File: src/rtl/minimization_preimage_if.sv
// Stream/control bundle for the minimization preimage engine.
// The master side issues scan requests and consumes matches; the slave side is the engine.
interface minimization_preimage_if;
  logic       start;
  logic [1:0] code;
  logic       busy;
  logic       out_valid;
  logic       out_ready;
  logic [3:0] out_value;
  logic       done;
  logic [3:0] count;

  modport master (
    output start, code, out_ready,
    input  busy, out_valid, out_value, done, count
  );

  modport slave (
    input  start, code, out_ready,
    output busy, out_valid, out_value, done, count
  );
endinterface

File: src/rtl/minimization_preimage.sv
// Preimage engine for code = {~(i1^i0), ~i0}: enumerates every 4-bit value in 0..MAX_VAL mapping to a code.
// Optional MINIMIZATION_PREIMAGE_SKIP_EN solves the low bits from the code and strides by 4 instead of scanning.
module minimization_preimage #(
  parameter int MAX_VAL = 9
) (
  input  logic                        clk,
  input  logic                        rst_n,
  minimization_preimage_if.slave      bus
);

  typedef enum logic [1:0] {
    ST_IDLE = 2'd0,
    ST_SCAN = 2'd1,
    ST_EMIT = 2'd2,
    ST_DONE = 2'd3
  } state_t;

  localparam logic [3:0] LAST_C = 4'(MAX_VAL);
  localparam logic [4:0] MAX5   = 5'(MAX_VAL);

  function automatic logic [1:0] f_minimize(input logic [3:0] v);
    return {~(v[1] ^ v[0]), ~v[0]};
  endfunction

  state_t     r_state;
  state_t     w_state_nxt;
  logic [1:0] r_code;
  logic [1:0] w_code_nxt;
  logic [3:0] r_cand;
  logic [3:0] w_cand_nxt;
  logic       r_out_valid;
  logic       w_valid_nxt;
  logic [3:0] r_out_value;
  logic [3:0] w_value_nxt;
  logic [3:0] r_count;
  logic [3:0] w_count_nxt;
  logic       r_busy;
  logic       r_done;

  logic       w_match;
  logic       w_last;
  logic [3:0] w_cand_first;
  logic [3:0] w_cand_step;

`ifdef MINIMIZATION_PREIMAGE_SKIP_EN
  // Low two bits of any preimage are fully determined by the code.
  function automatic logic [3:0] f_residue(input logic [1:0] c);
    return {2'b00, c[1] ^ c[0], ~c[0]};
  endfunction

  // The end test looks ahead one stride so the candidate never has to wrap.
  assign w_match      = ({1'b0, r_cand} <= MAX5) && (f_minimize(r_cand) == r_code);
  assign w_last       = (({1'b0, r_cand} + 5'd4) > MAX5);
  assign w_cand_first = f_residue(bus.code);
  assign w_cand_step  = r_cand + 4'd4;
`else
  assign w_match      = (f_minimize(r_cand) == r_code);
  assign w_last       = (r_cand == LAST_C);
  assign w_cand_first = 4'd0;
  assign w_cand_step  = r_cand + 4'd1;
`endif

  // State register.
  always_ff @(posedge clk or negedge rst_n) begin
    if (!rst_n) begin
      r_state <= ST_IDLE;
    end else begin
      r_state <= w_state_nxt;
    end
  end

  // Next-state and datapath updates for the scan/emit sequence.
  always_comb begin
    w_state_nxt = r_state;
    w_code_nxt  = r_code;
    w_cand_nxt  = r_cand;
    w_valid_nxt = r_out_valid;
    w_value_nxt = r_out_value;
    w_count_nxt = r_count;
    case (r_state)
      ST_IDLE: begin
        if (bus.start) begin
          w_code_nxt  = bus.code;
          w_cand_nxt  = w_cand_first;
          w_count_nxt = 4'd0;
          w_state_nxt = ST_SCAN;
        end else begin
          w_state_nxt = ST_IDLE;
        end
      end
      ST_SCAN: begin
        if (w_match) begin
          w_value_nxt = r_cand;
          w_valid_nxt = 1'b1;
          w_state_nxt = ST_EMIT;
        end else if (w_last) begin
          w_state_nxt = ST_DONE;
        end else begin
          w_cand_nxt  = w_cand_step;
          w_state_nxt = ST_SCAN;
        end
      end
      ST_EMIT: begin
        if (r_out_valid && bus.out_ready) begin
          w_valid_nxt = 1'b0;
          w_count_nxt = r_count + 4'd1;
          if (w_last) begin
            w_state_nxt = ST_DONE;
          end else begin
            w_cand_nxt  = w_cand_step;
            w_state_nxt = ST_SCAN;
          end
        end else begin
          w_state_nxt = ST_EMIT;
        end
      end
      ST_DONE: begin
        w_state_nxt = ST_IDLE;
      end
      default: begin
        w_state_nxt = ST_IDLE;
      end
    endcase
  end

  // Datapath and status registers; busy/done track the state being entered.
  always_ff @(posedge clk or negedge rst_n) begin
    if (!rst_n) begin
      r_code      <= 2'd0;
      r_cand      <= 4'd0;
      r_out_valid <= 1'b0;
      r_out_value <= 4'd0;
      r_count     <= 4'd0;
      r_busy      <= 1'b0;
      r_done      <= 1'b0;
    end else begin
      r_code      <= w_code_nxt;
      r_cand      <= w_cand_nxt;
      r_out_valid <= w_valid_nxt;
      r_out_value <= w_value_nxt;
      r_count     <= w_count_nxt;
      r_busy      <= (w_state_nxt != ST_IDLE);
      r_done      <= (w_state_nxt == ST_DONE);
    end
  end

  assign bus.busy      = r_busy;
  assign bus.out_valid = r_out_valid;
  assign bus.out_value = r_out_value;
  assign bus.done      = r_done;
  assign bus.count     = r_count;

endmodule

File: src/flat_wrapper.sv
// flat-port wrapper written by rule: the top's interface ports become plain ports
module minimization_preimage_flat 
#(
  parameter int MAX_VAL = 9
)
  (clk, rst_n, bus_start, bus_code, bus_out_ready, bus_busy, bus_out_valid, bus_out_value, bus_done, bus_count);
  minimization_preimage_if bus_i ();
  input  logic clk;
  input  logic rst_n;
  input wire logic [$bits(bus_i.start)-1:0] bus_start;
  input wire logic [$bits(bus_i.code)-1:0] bus_code;
  input wire logic [$bits(bus_i.out_ready)-1:0] bus_out_ready;
  output wire logic [$bits(bus_i.busy)-1:0] bus_busy;
  output wire logic [$bits(bus_i.out_valid)-1:0] bus_out_valid;
  output wire logic [$bits(bus_i.out_value)-1:0] bus_out_value;
  output wire logic [$bits(bus_i.done)-1:0] bus_done;
  output wire logic [$bits(bus_i.count)-1:0] bus_count;
  assign bus_i.start = bus_start;
  assign bus_i.code = bus_code;
  assign bus_i.out_ready = bus_out_ready;
  assign bus_busy = bus_i.busy;
  assign bus_out_valid = bus_i.out_valid;
  assign bus_out_value = bus_i.out_value;
  assign bus_done = bus_i.done;
  assign bus_count = bus_i.count;
  minimization_preimage #(.MAX_VAL(MAX_VAL)) u_core (.clk(clk), .rst_n(rst_n), .bus(bus_i));
endmodule
File: config.mk
export PLATFORM = sky130hd
export DESIGN_NAME = minimization_preimage_flat
export DESIGN_NICKNAME = d
export VERILOG_FILES = /design/src/rtl/minimization_preimage_if.sv /design/src/rtl/minimization_preimage.sv /design/src/flat_wrapper.sv
export SDC_FILE = /design/constraint.sdc
export NUM_CORES = 1
export LEC_CHECK = 0
export BUFFER_PORTS_ARGS = -buffer_cell sky130_fd_sc_hd__buf_2
export CORE_MARGIN = 10
export CORE_UTILIZATION = 50
export CTS_CLUSTER_SIZE = 24
export DETAILED_ROUTE_END_ITERATION = 10
export HOLD_SLACK_MARGIN = 0.05
export PLACE_DENSITY = 0.75
export SLEW_MARGIN = 20
export SYNTH_ARGS = -nofsm -noshare
export SYNTH_HDL_FRONTEND = slang
export SYNTH_SLANG_ARGS = --single-unit
File: constraint.sdc
create_clock -name clk -period 4.2 [get_ports clk]
set_input_delay 0.63 -clock clk [delete_from_list [all_inputs] [get_ports clk]]
set_output_delay 0.63 -clock clk [all_outputs]
set_load 0.03 [all_outputs]
After elaboration in Yosys (flattened, before gate mapping):

Index checks and enable logic that the tools add are counted.

* reduce and logical (&&, ||, !) cells: 11
* equal/unequal tests: 10
* bitwise gates (word level): 3
* multiplexer cells: 15
* add/subtract/negate cells: 2

Operator list (number)
* 4-bit 2-to-1 mux: 5
* 4-bit one-hot mux with 3 select lines: 1
* 4-bit by 1-bit adder with 4-bit output (second input constant): 2
* 2-bit one-hot mux with 4 select lines: 1
* 4-bit one-hot mux with 2 select lines: 1
* 2-bit == test (second input constant): 3
* 2-bit 2-to-1 mux: 3
* 3-bit AND reduction: 2
* 2-bit nonzero test: 3
* 4-bit == test (second input constant): 1
* 2-bit by 1-bit inequality test with 1-bit output (second input constant): 2
* 2-bit inequality test (second input constant): 2
* 2-bit AND reduction: 2
* 4-bit AND reduction: 1
* 1-bit 2-to-1 mux: 3
* 3-bit nonzero test: 1
* 2-bit by 1-bit == test with 1-bit output (second input constant): 1
* 2-bit == test: 1
* 2-bit zero test: 1
* 1-bit inverter: 2
* 1-bit one-hot mux with 2 select lines: 1
* 1-bit logical AND: 1
* 1-bit XOR: 1

* register bits: 19
* logic and storage cells: 49

Depth between registers and ports, before layout:

Gate-level depths: netlist (run 1).

* depth in word-level cells: 6
* depth in mapped cells: 8
* mapped depth without buffers: 6

Worst setup path after synthesis (run 1):

No wires, ideal clock.

* path type: flip-flop to flip-flop
* from: register u_core.r_cand[0]
* to: register u_core.r_cand[1]
* arrival time: 1.846 ns
* stages on the path, launching flop included: 7
* buffers on the path: 1
* setup time: 0.080 ns
* slack: 2.274 ns
* clock period less this slack: 1.926 ns
* path through: dfrtp_1 ha_1 xnor2_1 and3_1 buf_6 or4_4 o22ai_2

* word-level cells in the longest chain between the ends: 5

Ends and longest elaborated chain
* start: declaration: RTL line minimization_preimage.sv:29 `logic [3:0] r_cand;`
* start signal: assignment: RTL line minimization_preimage.sv:138 `r_cand <= w_cand_nxt;`
* branches (longest 5 deep; another with 4-bit by 1-bit adder with 4-bit output)

Parallel ways; which one is timed is not known. The select of a mux whose other input is x is not followed.
A chain may end at the register's enable or synchronous reset.

Worst setup path in the final report (run 1):

* from: register u_core.r_cand[0]
* to: register u_core.r_cand[0]

The elaborated chain is that of the path after synthesis.

==> impl_metrics.json, run 1 <==
{
  "status": "finished, final reports clean",
  "hp-class": "in2async",
  "crit_type": "reg2reg",
  "avgRoutedWirePerCell_um": 13.76,
  "async_reset_ff_share_pct": 100.0,
  "drc": 0,
  "yosysWarnings": 0,
  "tightest_slew_ns": 0.4403,
  "p_leak_nw": 0.5763,
  "crit_family": "simple AND/OR/NAND/NOR gates",
  "synth_top_family_by_area": "simple AND/OR/NAND/NOR gates",
  "synthCells": 115,
  "crit_chain": "ha_1, xnor2_1, and3_1, or4_4, mux2i_1",
  "portBuffers": 16,
  "fin_cells": 157,
  "clk_pin_slew_ns": 0.12,
  "core_area_mm2": 0.002170,
  "holdWs_ns": 0.2337,
  "overflow": 0,
  "fp.dieW_um": 67.30,
  "grt_pass1_wl_um": 3919,
  "drv_slew": 0,
  "area_growth_syn_to_layout_pct": 8.054,
  "grt_pass1_vias": 872,
  "rsz0062_at_grt": "false",
  "cts.htree.levels": 1,
  "drt-initial-drc-count": 58,
  "antenna_found_initial": 0,
  "drive_gt1_share_pct": 20.16,
  "path_buf_inv": 0,
  "dp_hpwl_um": 1605,
  "maxSlewHeadroom_pct": 70.65,
  "powerDensity_mw_per_mm2": 620.4,
  "yosys.area.top_type": "dfrtp_1",
  "startpoint_type": "flop",
  "syn_avg_cell_area_um2": 9.727,
  "insertion_delay_ns": 0.31,
  "synth_edf_count": 0,
  "antennaDiodeCount": 0,
  "cts.sinks": 19,
  "ys_types": 34,
  "arrival_ns": 2.33,
  "syn_area_mm2": 0.001119,
  "power_mw": 0.7498,
  "drt-total-wl_um": 2160,
  "synth_area_leaders": "dfrtp_1, ha_1, nand2_1",
  "synthFlopType": "dfrtp_1",
  "synth_mux_area_share_pct": 3.915,
  "postPlaceCellArea_mm2": 0.001181,
  "post-cts-setup-buffers": 0,
  "yosys-top-cells-count": "dfrtp_1, nand2_1",
  "skew_ns": 0.007892,
  "synth_seq_cells": 19,
  "fin_area_mm2": 0.001209,
  "viasPerCell": 5.497,
  "die_area_mm2": 0.004529,
  "ioPinCount": 17,
  "gp_routability_congestion": 0.7916,
  "utilization_pct": 55.71,
  "fin_crit_ns": 2.094,
  "ant_nets": 0,
  "synth_fa_ha_area_share_pct": 7.830,
  "layout_setup_ws_ns": 2.106,
  "drtPass1Iterations": 4,
  "worstPathRequired_ns": 4.43,
  "cts.path.max_buffers": 2,
  "setup_viol": 0,
  "syn-num-nets": 128,
  "hold_viol": 0,
  "postCtsHoldBufs": 0,
  "tritoncts": "built",
  "slowest_delay_ns": 0.56,
  "grtUsageTotal_pct": 10.80,
  "post_cts_resized": 0,
  "fin_tns_setup_ns": 0,
  "vdd_drop_max_uv": 358.0,
  "crit_fanout": 8,
  "vias": 863,
  "synth_compound_gate_area_share_pct": 16.67,
  "nNetsFinal": 143,
  "yosysMostFrequentCell": "dfrtp_1",
  "synth_simple_gate_area_share_pct": 18.90,
  "synth-xor-area-share_pct": 3.132,
  "ys_seq_area_share_pct": 42.51,
  "dieHeight_um": 67.30,
  "grt_max_degree": 20,
  "cts_made_buffers": 3,
  "period_share_pct": 49.85,
  "dp_cells": 153,
  "end_kind": "flop",
  "clock.fmax_ghz": 0.4776,
  "pre_cts_slack_ns": 2.121,
  "cts-root-buf": "clkbuf_4",
  "critical-path-slowest-cell": "or4_4",
  "initial_core_util_pct": 51.56,
  "row_count": 17,
  "drv_cap": 0,
  "synth_top_area_share_pct": 42.51
}
-- cell type report --
cell class | count | area, um^2
clock buffers | 3 | 22.52
clock inverters | 1 | 5.005
multi-input cells | 83 | 564.3
fillers | 201 | 960.9
inverters | 7 | 26.28
flip-flops and latches | 19 | 475.5
repair buffers | 16 | 80.08
well taps | 28 | 35.03
-- sequential cells by signal, summed over array words and instances, names as in the netlist --
signal,cells
u_core.bus.busy,1
u_core.bus.count,4
u_core.bus.out_value,4
u_core.r_cand,4
u_core.r_state,2
u_core.bus.out_valid,1
u_core.r_code,2
u_core.bus.done,1
-- worst paths after layout --
check	cells after the start	slack [ns]	end	startpoint
setup / recovery	5	2.11	u_core.r_cand[0]$_DFFE_PN0P_	u_core.r_cand[0]$_DFFE_PN0P_
hold / removal	1	0.23	u_core.bus.busy$_DFF_PN0_	rst_n
setup reg to reg	5	2.11	u_core.r_cand[0]$_DFFE_PN0P_	u_core.r_cand[0]$_DFFE_PN0P_
hold reg to reg	2	0.48	u_core.bus.out_value[2]$_DFFE_PN0P_	u_core.bus.out_value[2]$_DFFE_PN0P_
max in group asynchronous	1	3.67	u_core.r_cand[0]$_DFFE_PN0P_	rst_n
min in group clk	2	0.48	u_core.bus.out_value[2]$_DFFE_PN0P_	u_core.bus.out_value[2]$_DFFE_PN0P_
-- layout by cell type (no fill, tap or decap), drive strengths merged, types with 2 or more instances in the layout --
cell / netlist / final
o21ai: 5 / 5
mux2: 3 / 3
o22ai: 2 / 2
xnor2: 2 / 2
o221ai: 2 / 2
clkbuf: 2 / 3
nand3: 7 / 7
ha: 7 / 7
buf: 4 / 16
dfrtp: 19 / 19
nor3: 2 / 2
a21oi: 7 / 7
a211o: 3 / 3
a211oi: 3 / 3
nand4: 2 / 2
inv: 7 / 7
nor4: 2 / 2
nand2: 16 / 16
o2bb2ai: 2 / 2
nor2: 4 / 4
and2: 2 / 2
xor2: 2 / 2
-- logic make-up after synthesis --
logic type / after synthesis
compound gates: 27
mux: 4
flops: 19
fa+ha+maj: 7
xor+xnor: 4
simple gates: 41
buf+inv: 13
-- report_power, final --
group	total, mW	leakage [nW]	internal, mW	switching (mW)
sequential	0.273	0.246	0.231	0.0421
combinational	0.380	0.313	0.146	0.234
clock	0.0967	0.0177	0.0355	0.0612
-- per-layer routing --
layer	share of wire (%)	GRT usage [%]	up-vias
li1	-	-	442
met1	47	13.61	406
met2	48	17.65	13
met3	5.1	2.479	2
met4	0.37	3.846	0
met5	0	0	-
Note: power is estimated with default switching activity, not from simulation.
==> inputs of run 2 (changes only) <==
- ABC_AREA: not set -> 1
- CORE_UTILIZATION: 50 -> 49
- PLACE_DENSITY: 0.75 -> 0.76
- clock period: 4.2 -> 1.79 ns (I/O delays scaled with it)
==> run 2 against run 1 <==
  * Die area decreased by 2.3%
  * Largest power group unchanged
  * Cell count increased by 15%
  * Cell area decreased by 0.72%
  * Global-route usage decreased by 1.7 points
  * Routed wire length decreased by 8.1%
  * Worst hold slack got worse by 0.032 ns
  * Utilization increased by 4.2 points
  * Fmax increased by 32%
  * Power increased to 2.8 times the previous value
==> impl_metrics.json, run 2 <==
{
  "status": "finished, final reports clean",
  "antenna_found_initial": 0,
  "gp_routability_congestion": 0.8263,
  "drc": 0,
  "drt-total-wl_um": 1984,
  "fin_tns_setup_ns": 0,
  "cts.htree.levels": 1,
  "dp_hpwl_um": 1607,
  "worstPathRequired_ns": 2.04,
  "postPlaceCellArea_mm2": 0.001162,
  "yosys-top-cells-count": "nand2_1, dfrtp_1, inv_1",
  "period_share_pct": 88.77,
  "syn_area_mm2": 0.001060,
  "grt_pass1_vias": 816,
  "slowest_delay_ns": 0.49,
  "drtPass1Iterations": 4,
  "avgRoutedWirePerCell_um": 11.02,
  "drt-initial-drc-count": 44,
  "drv_slew": 0,
  "clock.fmax_ghz": 0.6294,
  "pre_cts_slack_ns": 0.2183,
  "final_common_cell": "nand2_1",
  "drive_gt1_share_pct": 19.61,
  "dp_cells": 175,
  "hold_depth": 2,
  "ant_nets": 0,
  "grtUsageTotal_pct": 9.116,
  "fp.dieW_um": 66.51,
  "insertion_delay_ns": 0.30,
  "synth_area_leaders": "dfrtp_1, nand2_1, ha_1",
  "fin_crit_ns": 1.589,
  "yosysWarnings": 0,
  "synthCells": 133,
  "drv_cap": 0,
  "utilization_pct": 59.94,
  "maxSlewHeadroom_pct": 72.38,
  "cts_made_buffers": 3,
  "crit_family": "simple AND/OR/NAND/NOR gates",
  "synth_seq_cells": 19,
  "cts.sinks": 19,
  "fin_cells": 180,
  "power_mw": 2.065,
  "ys_seq_area_share_pct": 44.86,
  "antennaDiodeCount": 0,
  "clk_pin_slew_ns": 0.11,
  "vdd_drop_max_uv": 884.2,
  "ys_types": 17,
  "cts.path.max_buffers": 2,
  "crit_fanout": 14,
  "overflow": 0,
  "crit_top_cell": "nand2_1",
  "grt_max_degree": 20,
  "path_depth": 8,
  "nNetsFinal": 167,
  "tritoncts": "built",
  "end_kind": "flop",
  "powerDensity_mw_per_mm2": 1721,
  "crit_type": "reg2reg",
  "skew_ns": 0.004412,
  "rsz0062_at_grt": "false",
  "row_count": 16,
  "yosys.area.top_type": "dfrtp_1",
  "setup_viol": 0,
  "initial_core_util_pct": 52.94,
  "critical-path-slowest-cell": "dfrtp_1",
  "hp-class": "in2reg",
  "synth_edf_count": 0,
  "startpoint_type": "flop",
  "reg2reg_depth": 8,
  "synthFlopType": "dfrtp_1",
  "syn_avg_cell_area_um2": 7.968,
  "ioPinCount": 17,
  "synth_top_area_share_pct": 44.86,
  "die_area_mm2": 0.004423,
  "crit_chain": "ha_1, inv_1, nand2_1, nand2_1, nand3_4, nand2_1, nand2_1, nand2_1",
  "syn-num-nets": 146,
  "viasPerCell": 4.900,
  "grt_pass1_wl_um": 3229,
  "area_growth_syn_to_layout_pct": 13.22,
  "path_buf_inv": 1,
  "fin_area_mm2": 0.001200,
  "post-cts-setup-buffers": 0,
  "holdWs_ns": 0.2016,
  "tightest_slew_ns": 0.4143,
  "portBuffers": 16,
  "yosysMostFrequentCell": "nand2_1",
  "hold_viol": 0,
  "async_reset_ff_share_pct": 100.0,
  "layout_common_cells": "nand2_1, inv_1, dfrtp_1, buf_2, nand3_1",
  "core_area_mm2": 0.002002,
  "layout_setup_ws_ns": 0.2011,
  "p_leak_nw": 0.6955,
  "dieHeight_um": 66.51,
  "arrival_ns": 1.84,
  "vias": 882,
  "cts-root-buf": "clkbuf_4"
}
-- run 2: cell types whose count changed in the layout (fill, tap and decap cells not counted), sizes merged, moves of 4 or more --
cell / delta
nand2: +32
nor2: +6
o21ai: +5
a21oi: -4
nand3: +5
inv: +12
-- run 2: logic make-up after synthesis --
kind of cell               share of synthesized area [%]
and+or+nand+nor                                    30.82
buffers and inverters                              7.792
DFF                                                44.86
AOI/OAI and AO/OA                                  7.202
adders and majority gates                          8.264
muxes                                              1.062
-- run 2: final cells by class --
type | count | area (um^2)
well taps | 27 | 33.78
inverters | 19 | 71.32
repair buffers | 17 | 90.09
fillers | 198 | 802.0
flip-flops and latches | 19 | 475.5
clock buffers | 3 | 22.52
multi-input cells | 94 | 501.7
clock inverters | 1 | 5.005
-- run 2: power by group --
group,internal (mW),leakage (nW),switching [mW]
clock,0.0834,0.0177,0.135
sequential,0.582,0.249,0.126
combinational,0.370,0.429,0.769
total,1.03,0.695,1.03
-- run 2: worst register-to-register path, stage by stage, from the launching register on --
cell     delay, ns
dfrtp_1       0.49
ha_1          0.36
inv_1         0.06
nand2_1       0.04
nand2_1       0.11
nand3_4       0.18
nand2_1       0.17
nand2_1       0.07
nand2_1       0.06
-- run 2: timing repair --
action / in CTS / in global routing
endpoints found under the setup margin: 0 / 0
hold buffers: 1 / 0
resized for setup: 0 / 0
hold endpoints to repair: 19 / 0
-- run 2: worst paths after layout --
check,end,from,slack (ns)
max in group asynchronous,u_core.bus.out_valid$_DFFE_PN0P_,rst_n,1.08
min in group asynchronous,u_core.r_cand[1]$_DFFE_PN0P_,rst_n,0.42
worst max register to register,u_core.r_cand[2]$_DFFE_PN0P_,u_core.r_cand[0]$_DFFE_PN0P_,0.20
worst min-delay path,u_core.r_code[0]$_DFFE_PN0P_,bus_code[0],0.20
worst max-delay path,u_core.r_cand[2]$_DFFE_PN0P_,u_core.r_cand[0]$_DFFE_PN0P_,0.20
worst min register to register,u_core.bus.out_value[3]$_DFFE_PN0P_,u_core.bus.out_value[3]$_DFFE_PN0P_,0.50
-- run 2: metal layers --
metal,up-vias,global-route usage (%),wire length (um)
met4,0,3.927,29
li1,457,-,-
met1,406,9.785,836
met2,14,16.03,1012
met5,-,0,0
met3,5,2.843,106
==> inputs of run 3 (changes only) <==
- CORE_ASPECT_RATIO: not set -> 1.5
- CTS_CLUSTER_SIZE: 24 -> 40
==> run 3 against run 2 <==
  * Clock skew is 0.00088 ns higher
  * Non-clock buffer count stayed put
  * Fmax is 1.6% lower
==> impl_metrics.json, run 3 (same netlist as run 2, synthesis figures left out) <==
{
  "fin_tns_setup_ns": 0,
  "p_leak_nw": 0.6953,
  "rsz0062_at_grt": "false",
  "grt_max_degree": 20,
  "layout_setup_ws_ns": 0.1757,
  "r2r-start": "u_core.r_cand[0]$_DFFE_PN0P_",
  "end_kind": "flop",
  "seqPwrFrac_pct": 33.6,
  "maxSlewHeadroom_pct": 71.75,
  "period_share_pct": 90.19,
  "arrival_ns": 1.87,
  "cts-root-buf": "clkbuf_4",
  "hp-class": "in2reg",
  "skew_ns": 0.005293,
  "overflow": 0,
  "tightest_slew_ns": 0.4237,
  "crit_top_cell": "nand2_1",
  "min_from": "bus_code[0]",
  "antenna_found_initial": 0,
  "switching_share_pct": 51.15,
  "clock.fmax_ghz": 0.6194,
  "powerDensity_mw_per_mm2": 1778,
  "hold_viol": 0,
  "cts_made_buffers": 3,
  "worstPathRequired_ns": 2.04,
  "post-cts-setup-buffers": 0,
  "utilization_pct": 58.29,
  "power_switching_mw": 1.088,
  "critical-path-slowest-cell": "dfrtp_1",
  "nNetsFinal": 167,
  "avgRoutedWirePerCell_um": 13.05,
  "viasPerCell": 5.229,
  "power.share.clock_pct": 10.4,
  "drtPass1Iterations": 4,
  "cts.sinks": 19,
  "final_common_cell": "nand2_1",
  "crit_family": "simple AND/OR/NAND/NOR gates",
  "grtUsageTotal_pct": 11.13,
  "area_growth_syn_to_layout_pct": 12.87,
  "dieHeight_um": 76.96,
  "drc": 0,
  "vdd_drop_max_uv": 958.5,
  "slowest_delay_ns": 0.49,
  "startpoint_type": "flop",
  "clk_pin_slew_ns": 0.11,
  "ff2ff_setup_slack_ns": 0.18,
  "status": "finished, final reports clean",
  "crit_path_start": "u_core.r_cand[0]$_DFFE_PN0P_",
  "fin_crit_ns": 1.614,
  "setup_viol": 0,
  "layout_common_cells": "nand2_1, inv_1, dfrtp_1, buf_2, nand3_1",
  "crit_fanout": 14,
  "r2r-end": "u_core.r_cand[0]$_DFFE_PN0P_",
  "tritoncts": "built",
  "min_to": "u_core.r_code[0]$_DFFE_PN0P_",
  "ioPinCount": 17,
  "portBuffers": 16,
  "cts.path.max_buffers": 2,
  "initial_core_util_pct": 51.65,
  "reg2reg_depth": 8,
  "drv_slew": 0,
  "dp_hpwl_um": 1807,
  "pre_cts_slack_ns": 0.1818,
  "grt_pass1_wl_um": 4091,
  "vias": 915,
  "antennaDiodeCount": 0,
  "crit_type": "reg2reg",
  "postPlaceCellArea_mm2": 0.001156,
  "cts.htree.levels": 1,
  "gp_routability_congestion": 0.8875,
  "drive_gt1_share_pct": 20.26,
  "crit_chain": "ha_1, inv_1, nand2_1, nand2_1, nand3_4, nand2_2, nand2_1, nand2_1",
  "drt-total-wl_um": 2283,
  "hold_depth": 2,
  "die_area_mm2": 0.004461,
  "power.internal_mw": 1.039,
  "power_frac_comb_pct": 56.0,
  "holdWs_ns": 0.1921,
  "fin_area_mm2": 0.001196,
  "fp.dieW_um": 57.97,
  "drt-initial-drc-count": 26,
  "insertion_delay_ns": 0.30,
  "core_area_mm2": 0.002052,
  "row_count": 20,
  "path_buf_inv": 1,
  "drv_cap": 0,
  "ant_nets": 0,
  "grt_pass1_vias": 980
}
run 3: cell type report:
cell class	instances	area, um^2
inverter	19	71.32
timing repair buffer	17	90.09
sequential	19	475.5
tap	22	27.53
clock inverter	1	5.005
multi-input combinational	94	504.2
clock buffer	3	22.52
fill	193	855.8
run 3: metrics by stage:
step / total power [mW] / cells
detailed placement: 1.900 / 170
global placement: 1.846 / 170
global route: 2.319 / 175
finish: 2.126 / 175
CTS: 2.125 / 175
floorplan: 1.626 / 133
run 3: metal layers:
layer  vias up  track usage [%]  share of wire [%]
li1        455                -                  -
met1       423            10.04                 36
met2        28            21.12                 55
met3         9            2.965                6.3
met4         0            5.660                3.2
met5         -                0                  0
run 3: power groups by stage:
stage	Clock (mW)	Sequential, mW	Combinational [mW]
3_3_place_gp	0	0.711	1.13
2_1_floorplan	0	0.838	0.788
4_1_cts	0.227	0.709	1.19
5_1_grt	0.238	0.729	1.35
6_report	0.221	0.715	1.19
3_5_place_dp	0	0.719	1.18
run 3: how the worst max path moves through the flow:
stage                     slack [ns]  depth (start not counted)                           end
after detailed placement        0.18                          8  u_core.r_cand[0]$_DFFE_PN0P_
after global placement          0.28                          8  u_core.r_cand[0]$_DFFE_PN0P_
after floorplan                 0.36                          8  u_core.r_cand[0]$_DFFE_PN0P_
after global routing            0.02                          8     u_core.bus.done$_DFF_PN0_
final                           0.18                          8  u_core.r_cand[0]$_DFFE_PN0P_
after CTS                       0.15                          8  u_core.r_cand[0]$_DFFE_PN0P_
run 3: worst reg2reg max path: stages (launching register included):
cell and delay, ns:
dfrtp_1 0.49, ha_1 0.36, inv_1 0.06, nand2_1 0.05
nand2_1 0.12, nand3_4 0.19, nand2_2 0.16, nand2_1 0.06
nand2_1 0.06
run 3: repair_timing:
action | CTS | global route
hold buffers | 1 | 0
setup endpoints to repair | 0 | 1
endpoints found under the hold margin | 19 | 0
gates resized for setup | 0 | 1
